File: src/rtl/ccw_rotation_sequencer.sv
// CCW rotation engine: walks the five SRS wall-kick
// candidates through the collision checker, one per ack.
package ccw_rotation_sequencer_pkg;
  typedef logic [2:0] tetromino_idx_t;
  localparam tetromino_idx_t TETROMINO_I_IDX = 3'd0;
  typedef enum logic [1:0] {
    IDLE,
    REQ,
    DONE
  } state_t;
endpackage

module ccw_rotation_sequencer
  import ccw_rotation_sequencer_pkg::*;
#(
  parameter int X_W = 5,
  parameter int Y_W = 6
) (
  input  logic                  clk,
  input  logic                  reset_n,
  input  logic                  start,
  input  tetromino_idx_t        idx,
  input  logic [1:0]            rotation,
  input  logic signed [X_W-1:0] pos_x,
  input  logic signed [Y_W-1:0] pos_y,
  ccw_rotation_sequencer_if.master chk,
  output logic                  busy,
  output logic                  done,
  output logic                  success,
  output logic signed [X_W-1:0] res_x,
  output logic signed [Y_W-1:0] res_y,
  output logic [1:0]            res_rotation
);

  localparam logic [2:0] Z  = 3'b000;
  localparam logic [2:0] P1 = 3'b001;
  localparam logic [2:0] P2 = 3'b010;
  localparam logic [2:0] M1 = 3'b111;
  localparam logic [2:0] M2 = 3'b110;

  state_t state, nstate;

  logic                  lat_i;
  logic [1:0]            lat_rot;
  logic signed [X_W-1:0] lat_x;
  logic signed [Y_W-1:0] lat_y;
  logic [2:0]            step;

  logic [5:0]            k;
  logic signed [X_W-1:0] cand_x;
  logic signed [Y_W-1:0] cand_y;
  logic [1:0]            cand_rot;
  logic                  last;

  // Row holds {kx,ky} for steps 1..4, step 1 in the top bits
  function automatic logic [5:0] kick(
    input logic       is_i,
    input logic [1:0] rot,
    input logic [2:0] s
  );
    logic [23:0] row;
    logic [5:0]  r;
    row = '0;
    r   = '0;
    unique case ({is_i, rot})
      3'b000: row = {P1, Z, P1, P1, Z, M2, P1, M2};
      3'b001: row = {P1, Z, P1, M1, Z, P2, P1, P2};
      3'b010: row = {M1, Z, M1, P1, Z, M2, M1, M2};
      3'b011: row = {M1, Z, M1, M1, Z, P2, M1, P2};
      3'b100: row = {M1, Z, P2, Z, M1, P2, P2, M1};
      3'b101: row = {M2, Z, P1, Z, M2, M1, P1, P2};
      3'b110: row = {P1, Z, M2, Z, P1, M2, M2, P1};
      3'b111: row = {P2, Z, M1, Z, P2, P1, M1, M2};
      default: row = '0;
    endcase
    unique case (s)
      3'd1:    r = row[23:18];
      3'd2:    r = row[17:12];
      3'd3:    r = row[11:6];
      3'd4:    r = row[5:0];
      default: r = '0;
    endcase
    return r;
  endfunction

  assign k        = kick(lat_i, lat_rot, step);
  assign cand_x   = lat_x + {{(X_W-3){k[5]}}, k[5:3]};
  assign cand_y   = lat_y + {{(Y_W-3){k[2]}}, k[2:0]};
  assign cand_rot = lat_rot - 2'd1;
  assign last     = (step == 3'd4);

  always_ff @(posedge clk or negedge reset_n) begin
    if (!reset_n) state <= IDLE;
    else          state <= nstate;
  end

  always_comb begin
    nstate = state;
    unique case (state)
      IDLE: if (start) nstate = REQ;
      REQ: begin
        if (chk.ack && (!chk.collide || last))
          nstate = DONE;
      end
      DONE:    nstate = IDLE;
      default: nstate = IDLE;
    endcase
  end

  always_comb begin
    chk.req      = 1'b0;
    chk.x        = '0;
    chk.y        = '0;
    chk.rotation = '0;
    busy         = 1'b0;
    done         = 1'b0;
    unique case (state)
      REQ: begin
        chk.req      = 1'b1;
        chk.x        = cand_x;
        chk.y        = cand_y;
        chk.rotation = cand_rot;
        busy         = 1'b1;
      end
      DONE:    done = 1'b1;
      default: ;
    endcase
  end

  always_ff @(posedge clk or negedge reset_n) begin
    if (!reset_n) begin
      lat_i        <= 1'b0;
      lat_rot      <= '0;
      lat_x        <= '0;
      lat_y        <= '0;
      step         <= '0;
      success      <= 1'b0;
      res_x        <= '0;
      res_y        <= '0;
      res_rotation <= '0;
    end else if (state == IDLE && start) begin
      lat_i   <= (idx == TETROMINO_I_IDX);
      lat_rot <= rotation;
      lat_x   <= pos_x;
      lat_y   <= pos_y;
      step    <= '0;
      success <= 1'b0;
    end else if (state == REQ && chk.ack) begin
      if (!chk.collide) begin
        res_x        <= cand_x;
        res_y        <= cand_y;
        res_rotation <= cand_rot;
        success      <= 1'b1;
      end else if (!last) begin
        step <= step + 3'd1;
      end
    end
  end

endmodule

File: src/rtl/ccw_rotation_sequencer_if.sv
// Placement-check handshake between the CCW rotation
// sequencer and the board collision checker.
interface ccw_rotation_sequencer_if #(
  parameter int X_W = 5,
  parameter int Y_W = 6
);
  logic                  req;
  logic signed [X_W-1:0] x;
  logic signed [Y_W-1:0] y;
  logic [1:0]            rotation;
  logic                  ack;
  logic                  collide;

  modport master (
    output req, x, y, rotation,
    input  ack, collide
  );

  modport slave (
    input  req, x, y, rotation,
    output ack, collide
  );
endinterface

File: src/flat_wrapper.sv
// flat-port wrapper written by rule: the top's interface ports become plain ports
module ccw_rotation_sequencer_flat import ccw_rotation_sequencer_pkg::*;
#(
  parameter int X_W = 5,
  parameter int Y_W = 6
)
  (clk, reset_n, start, idx, rotation, pos_x, pos_y, busy, done, success, res_x, res_y, res_rotation, chk_req, chk_x, chk_y, chk_rotation, chk_ack, chk_collide);
  ccw_rotation_sequencer_if #(.X_W(X_W), .Y_W(Y_W)) chk_i ();
  input  logic clk;
  input  logic reset_n;
  input  logic start;
  input  tetromino_idx_t idx;
  input  logic [1:0] rotation;
  input  logic signed [X_W-1:0] pos_x;
  input  logic signed [Y_W-1:0] pos_y;
  output logic busy;
  output logic done;
  output logic success;
  output logic signed [X_W-1:0] res_x;
  output logic signed [Y_W-1:0] res_y;
  output logic [1:0] res_rotation;
  output wire logic [$bits(chk_i.req)-1:0] chk_req;
  output wire logic [$bits(chk_i.x)-1:0] chk_x;
  output wire logic [$bits(chk_i.y)-1:0] chk_y;
  output wire logic [$bits(chk_i.rotation)-1:0] chk_rotation;
  input wire logic [$bits(chk_i.ack)-1:0] chk_ack;
  input wire logic [$bits(chk_i.collide)-1:0] chk_collide;
  assign chk_req = chk_i.req;
  assign chk_x = chk_i.x;
  assign chk_y = chk_i.y;
  assign chk_rotation = chk_i.rotation;
  assign chk_i.ack = chk_ack;
  assign chk_i.collide = chk_collide;
  ccw_rotation_sequencer #(.X_W(X_W), .Y_W(Y_W)) u_core (.clk(clk), .reset_n(reset_n), .start(start), .idx(idx), .rotation(rotation), .pos_x(pos_x), .pos_y(pos_y), .chk(chk_i), .busy(busy), .done(done), .success(success), .res_x(res_x), .res_y(res_y), .res_rotation(res_rotation));
endmodule
File: config.mk
export PLATFORM = sky130hd
export DESIGN_NAME = ccw_rotation_sequencer_flat
export DESIGN_NICKNAME = d
export VERILOG_FILES = /design/src/rtl/ccw_rotation_sequencer.sv /design/src/rtl/ccw_rotation_sequencer_if.sv /design/src/flat_wrapper.sv
export SDC_FILE = /design/constraint.sdc
export NUM_CORES = 1
export LEC_CHECK = 0
export ABC_AREA = 1
export CORE_MARGIN = 3
export CORE_UTILIZATION = 49
export CTS_CLUSTER_SIZE = 28
export DETAILED_ROUTE_END_ITERATION = 8
export PLACE_DENSITY = 0.82
export SETUP_SLACK_MARGIN = 0.15
export SYNTH_ARGS = -nofsm -noshare
export SYNTH_HDL_FRONTEND = slang
export SYNTH_SLANG_ARGS = --single-unit
File: constraint.sdc
create_clock -name clk -period 4.04 [get_ports clk]
set_input_delay 0.808 -clock clk [delete_from_list [all_inputs] [get_ports clk]]
set_output_delay 0.808 -clock clk [all_outputs]
set_load 0.01 [all_outputs]
==> flow_metrics.tcl <==
set metrics [dict create \
    dr.pass1.iters 4 \
    rsz0062_at_grt "true" \
    die_w_microns 71.1 \
    worst_slew_pin_slew_ns 0.539 \
    synth_simple_gate_area_share 0.260 \
    cts_hold_buf 0 \
    ys_seq_area_frac 0.398 \
    via_per_inst 5.19 \
    fillers 319 \
    drt_iter0_markers 75 \
    gr-usage-all-layers 0.192 \
    numCtsBuffers 5 \
    antenna_found_initial 0 \
    required_ns 3.23 \
    synth_compound_area_frac 0.113 \
    min_period_over_period 0.939 \
    first_global_vias 1747 \
    die_h_microns 71.1 \
    syn_to_final_growth_pct 37.0 \
    finish.utilization 0.701 \
    cts-root-buf "clkbuf_8" \
    yosysUniqueCellTypes 29 \
    max_freq_ghz 0.264 \
    coreArea_sq_um 4060 \
    critPathCaptureType "output pin" \
    drive_above_1_share 0.197 \
    synth_xor_xnor_area_share 0.0211 \
    setup_viol 0 \
    synth_fa_ha_area_frac 0.128 \
    htree_levels 2 \
    grt-ovfl-total 0 \
    dr_total_vias 1922 \
    initial_core_util 0.512 \
    synth_area_leader_cell "dfrtp_1" \
    post-dp-hpwl_microns 3470 \
    insertion_delay_ns 0.28 \
    antenna_left 0 \
    syn_inst 260 \
    power_density_nw_per_um2 726 \
    ir_worst_vdd_uv 399 \
    arrival_ns 2.98 \
    synth_area_sq_um 2080 \
    syn-num-nets 301 \
    grt_pass1_wl_microns 7720 \
    async_flop_share 1.00 \
    pin_count 51 \
    path_cells "inv_1, ha_1, nand2_1, inv_2, nor2_4, inv_1, o21ai_0, a21oi_1, ha_2, inv_1, fa_2, o21ai_2, or2_2, nand2_1, nand2_2, nand2_1, nor2_1, clkdlybuf4s15_1" \
    grt_max_degree 34 \
    critPathMaxStageDelay_ns 0.40 \
    timing.rr.start "u_core.step[1]" \
    finalSetupTns_ns 0 \
    hold_path.startpoint "u_core.res_y[2]" \
    crit_slowest_cell "dfrtp_1" \
    period_needed_ns 3.79 \
    relSlewSlack 0.640 \
    report.final.slew_viol_count 0 \
    cts_tree "yes" \
    dp_cells 356 \
    crit_path_max_fanout 4 \
    startpoint_type "register" \
    crit_type "reg -> out" \
    synth_top_area_frac 0.398 \
    crit_start "u_core.step[1]" \
    gp_congestion 0.858 \
    cts.sinks 33 \
    drc 0 \
    synth_top_family_by_area "simple AND/OR/NAND/NOR gates" \
    routed_wl_microns 4890 \
    worst-path-buf-inv 5 \
    hold_class "reg -> reg" \
    num_rows 23 \
    fp.dieArea_sq_um 5050 \
    clk_path_buf_depth 2 \
    yosysWarnings 0 \
    wl_per_cell_microns 13.2 \
    layoutNonFillerInstCount 370 \
    cap_viol_max_count 0 \
    place.port_buffers 50 \
    syn_avg_cell_area_sq_um 7.98 \
    crit_family "adder cells" \
    synthTopCellsByArea "dfrtp_1 40%, nand2_1 14%, ha_1 11%" \
    status "completed" \
    hold_viol 0 \
    synth-edff-count 0 \
    cts.reportedPaths.clkPinSlew_ns 0.07 \
    final_nets 360 \
    num_antenna_cells 0 \
    synthMuxAreaShare 0 \
    synth_flop_cell "dfrtp_1" \
    leakage_nw 1.40 \
    synth-seq-cells 33 \
    clock_skew_ns 0.00618 \
]
==> what timing repair did <==
action,CTS,global route
setup endpoints to repair,5,9
resized for setup,6,32
pin swaps,0,2
setup buffers,1,5
==> cell families after synthesis <==
| kind of cell | count (synthesis) |
|---|---|
| and+or+nand+nor | 126 |
| AOI/OAI and AO/OA | 38 |
| buffers and inverters | 38 |
| DFF | 33 |
| adders and majority gates | 20 |
| xor gates and xnor gates | 5 |
==> cells in the mapped netlist (3+ instances only) <==
| cell | n |
|---|---|
| nor2_4 | 4 |
| a21oi_1 | 7 |
| ha_1 | 18 |
| nor2_1 | 23 |
| nand3_1 | 15 |
| xnor2_1 | 4 |
| nand2_1 | 78 |
| o21ai_0 | 14 |
| dfrtp_1 | 33 |
| inv_2 | 7 |
| o21ai_2 | 9 |
| o21ai_1 | 3 |
| inv_1 | 23 |
==> layer usage <==
| layer | up-vias | GRT usage | share of wire | wire length, microns |
|---|---|---|---|---|
| li1 | 949 | - | - | - |
| met2 | 89 | 0.320 | 0.48 | 2330 |
| met4 | 0 | 0.0689 | 0.022 | 110 |
| met1 | 868 | 0.247 | 0.42 | 2070 |
| met3 | 16 | 0.0398 | 0.079 | 385 |
| met5 | - | 0 | 0 | 0 |
==> worst reg2reg max path, stage by stage, from the launching register on <==
cell and delay, ns:
dfrtp_1 0.40, inv_1 0.11, ha_1 0.17, nand2_1 0.07
inv_2 0.12, nor2_4 0.07, inv_1 0.06, o21ai_0 0.08
a21oi_1 0.19, ha_2 0.21, inv_1 0.05, fa_2 0.37
o21ai_2 0.16, or2_2 0.13, nand3_1 0.09, nand3_1 0.08
nand2_1 0.06
==> cells in the final DEF, fill, tap and decap left out, types with 3 or more instances in the layout <==
master            n
o21ai_0          10
xnor2_1           3
o21ai_1           5
nand3_1          15
nand2_1          78
a21oi_1           6
o21ai_2          10
ha_1             14
buf_4             9
clkdlybuf4s50_1  44
dlymetal6s2s_1    3
dfrtp_1          31
inv_2            11
clkbuf_8          5
inv_1            19
nor2_1           20
nor2_4            6
==> sequential cells by signal, indices dropped and copies added, names as in the netlist <==
register and flops:
u_core.state 2, u_core.res_x 5, u_core.lat_rot 2, u_core.lat_y 6, u_core.res_y 6, u_core.lat_x 5
u_core.lat_i 1, u_core.success 1, u_core.res_rotation 2, u_core.step 3
==> per-stage QoR <==
step                      instance area [sq um]  power (mW)  hold slack [ns]  setup WS (ns)
after floorplan                            2080        1.27            0.455          0.765
after global placement                     2610        1.70            0.463          0.163
after detailed placement                   2610        1.74            0.469         0.0653
after CTS                                  2700        1.98            0.486          0.171
after global routing                       2840        2.24            0.504         0.0226
final                                      2840        2.06            0.482          0.247
==> final timing paths <==
path	slack, ns	depth (start not counted)	to
setup reg to reg	1.51	16	u_core.res_x[4]
setup / recovery	0.25	18	chk_x[4]
hold / removal	0.48	2	u_core.res_y[2]
min in group asynchronous	0.93	2	u_core.lat_rot[1]
hold reg to reg	0.48	2	u_core.res_y[2]
max in group asynchronous	2.77	2	u_core.step[2]
==> power by group <==
group | leakage [nW] | internal (mW) | switching [mW] | total, mW
registers | 0.414 | 0.476 | 0.105 | 0.581
clock network | 0.0450 | 0.119 | 0.117 | 0.236
logic | 0.938 | 0.567 | 0.680 | 1.25
==> area by class of cell <==
class	instances	area, sq um	area share
Clock buffer	6	72.6	0.0255
Clock inverter	2	10.0	0.00352
Inverter	31	119	0.0418
Multi-Input combinational cell	189	1180	0.414
Sequential cell	33	828	0.291
Tap cell	50	62.6	0.0220
Timing Repair Buffer	59	574	0.202
Note: power is estimated with default switching activity, not from simulation.
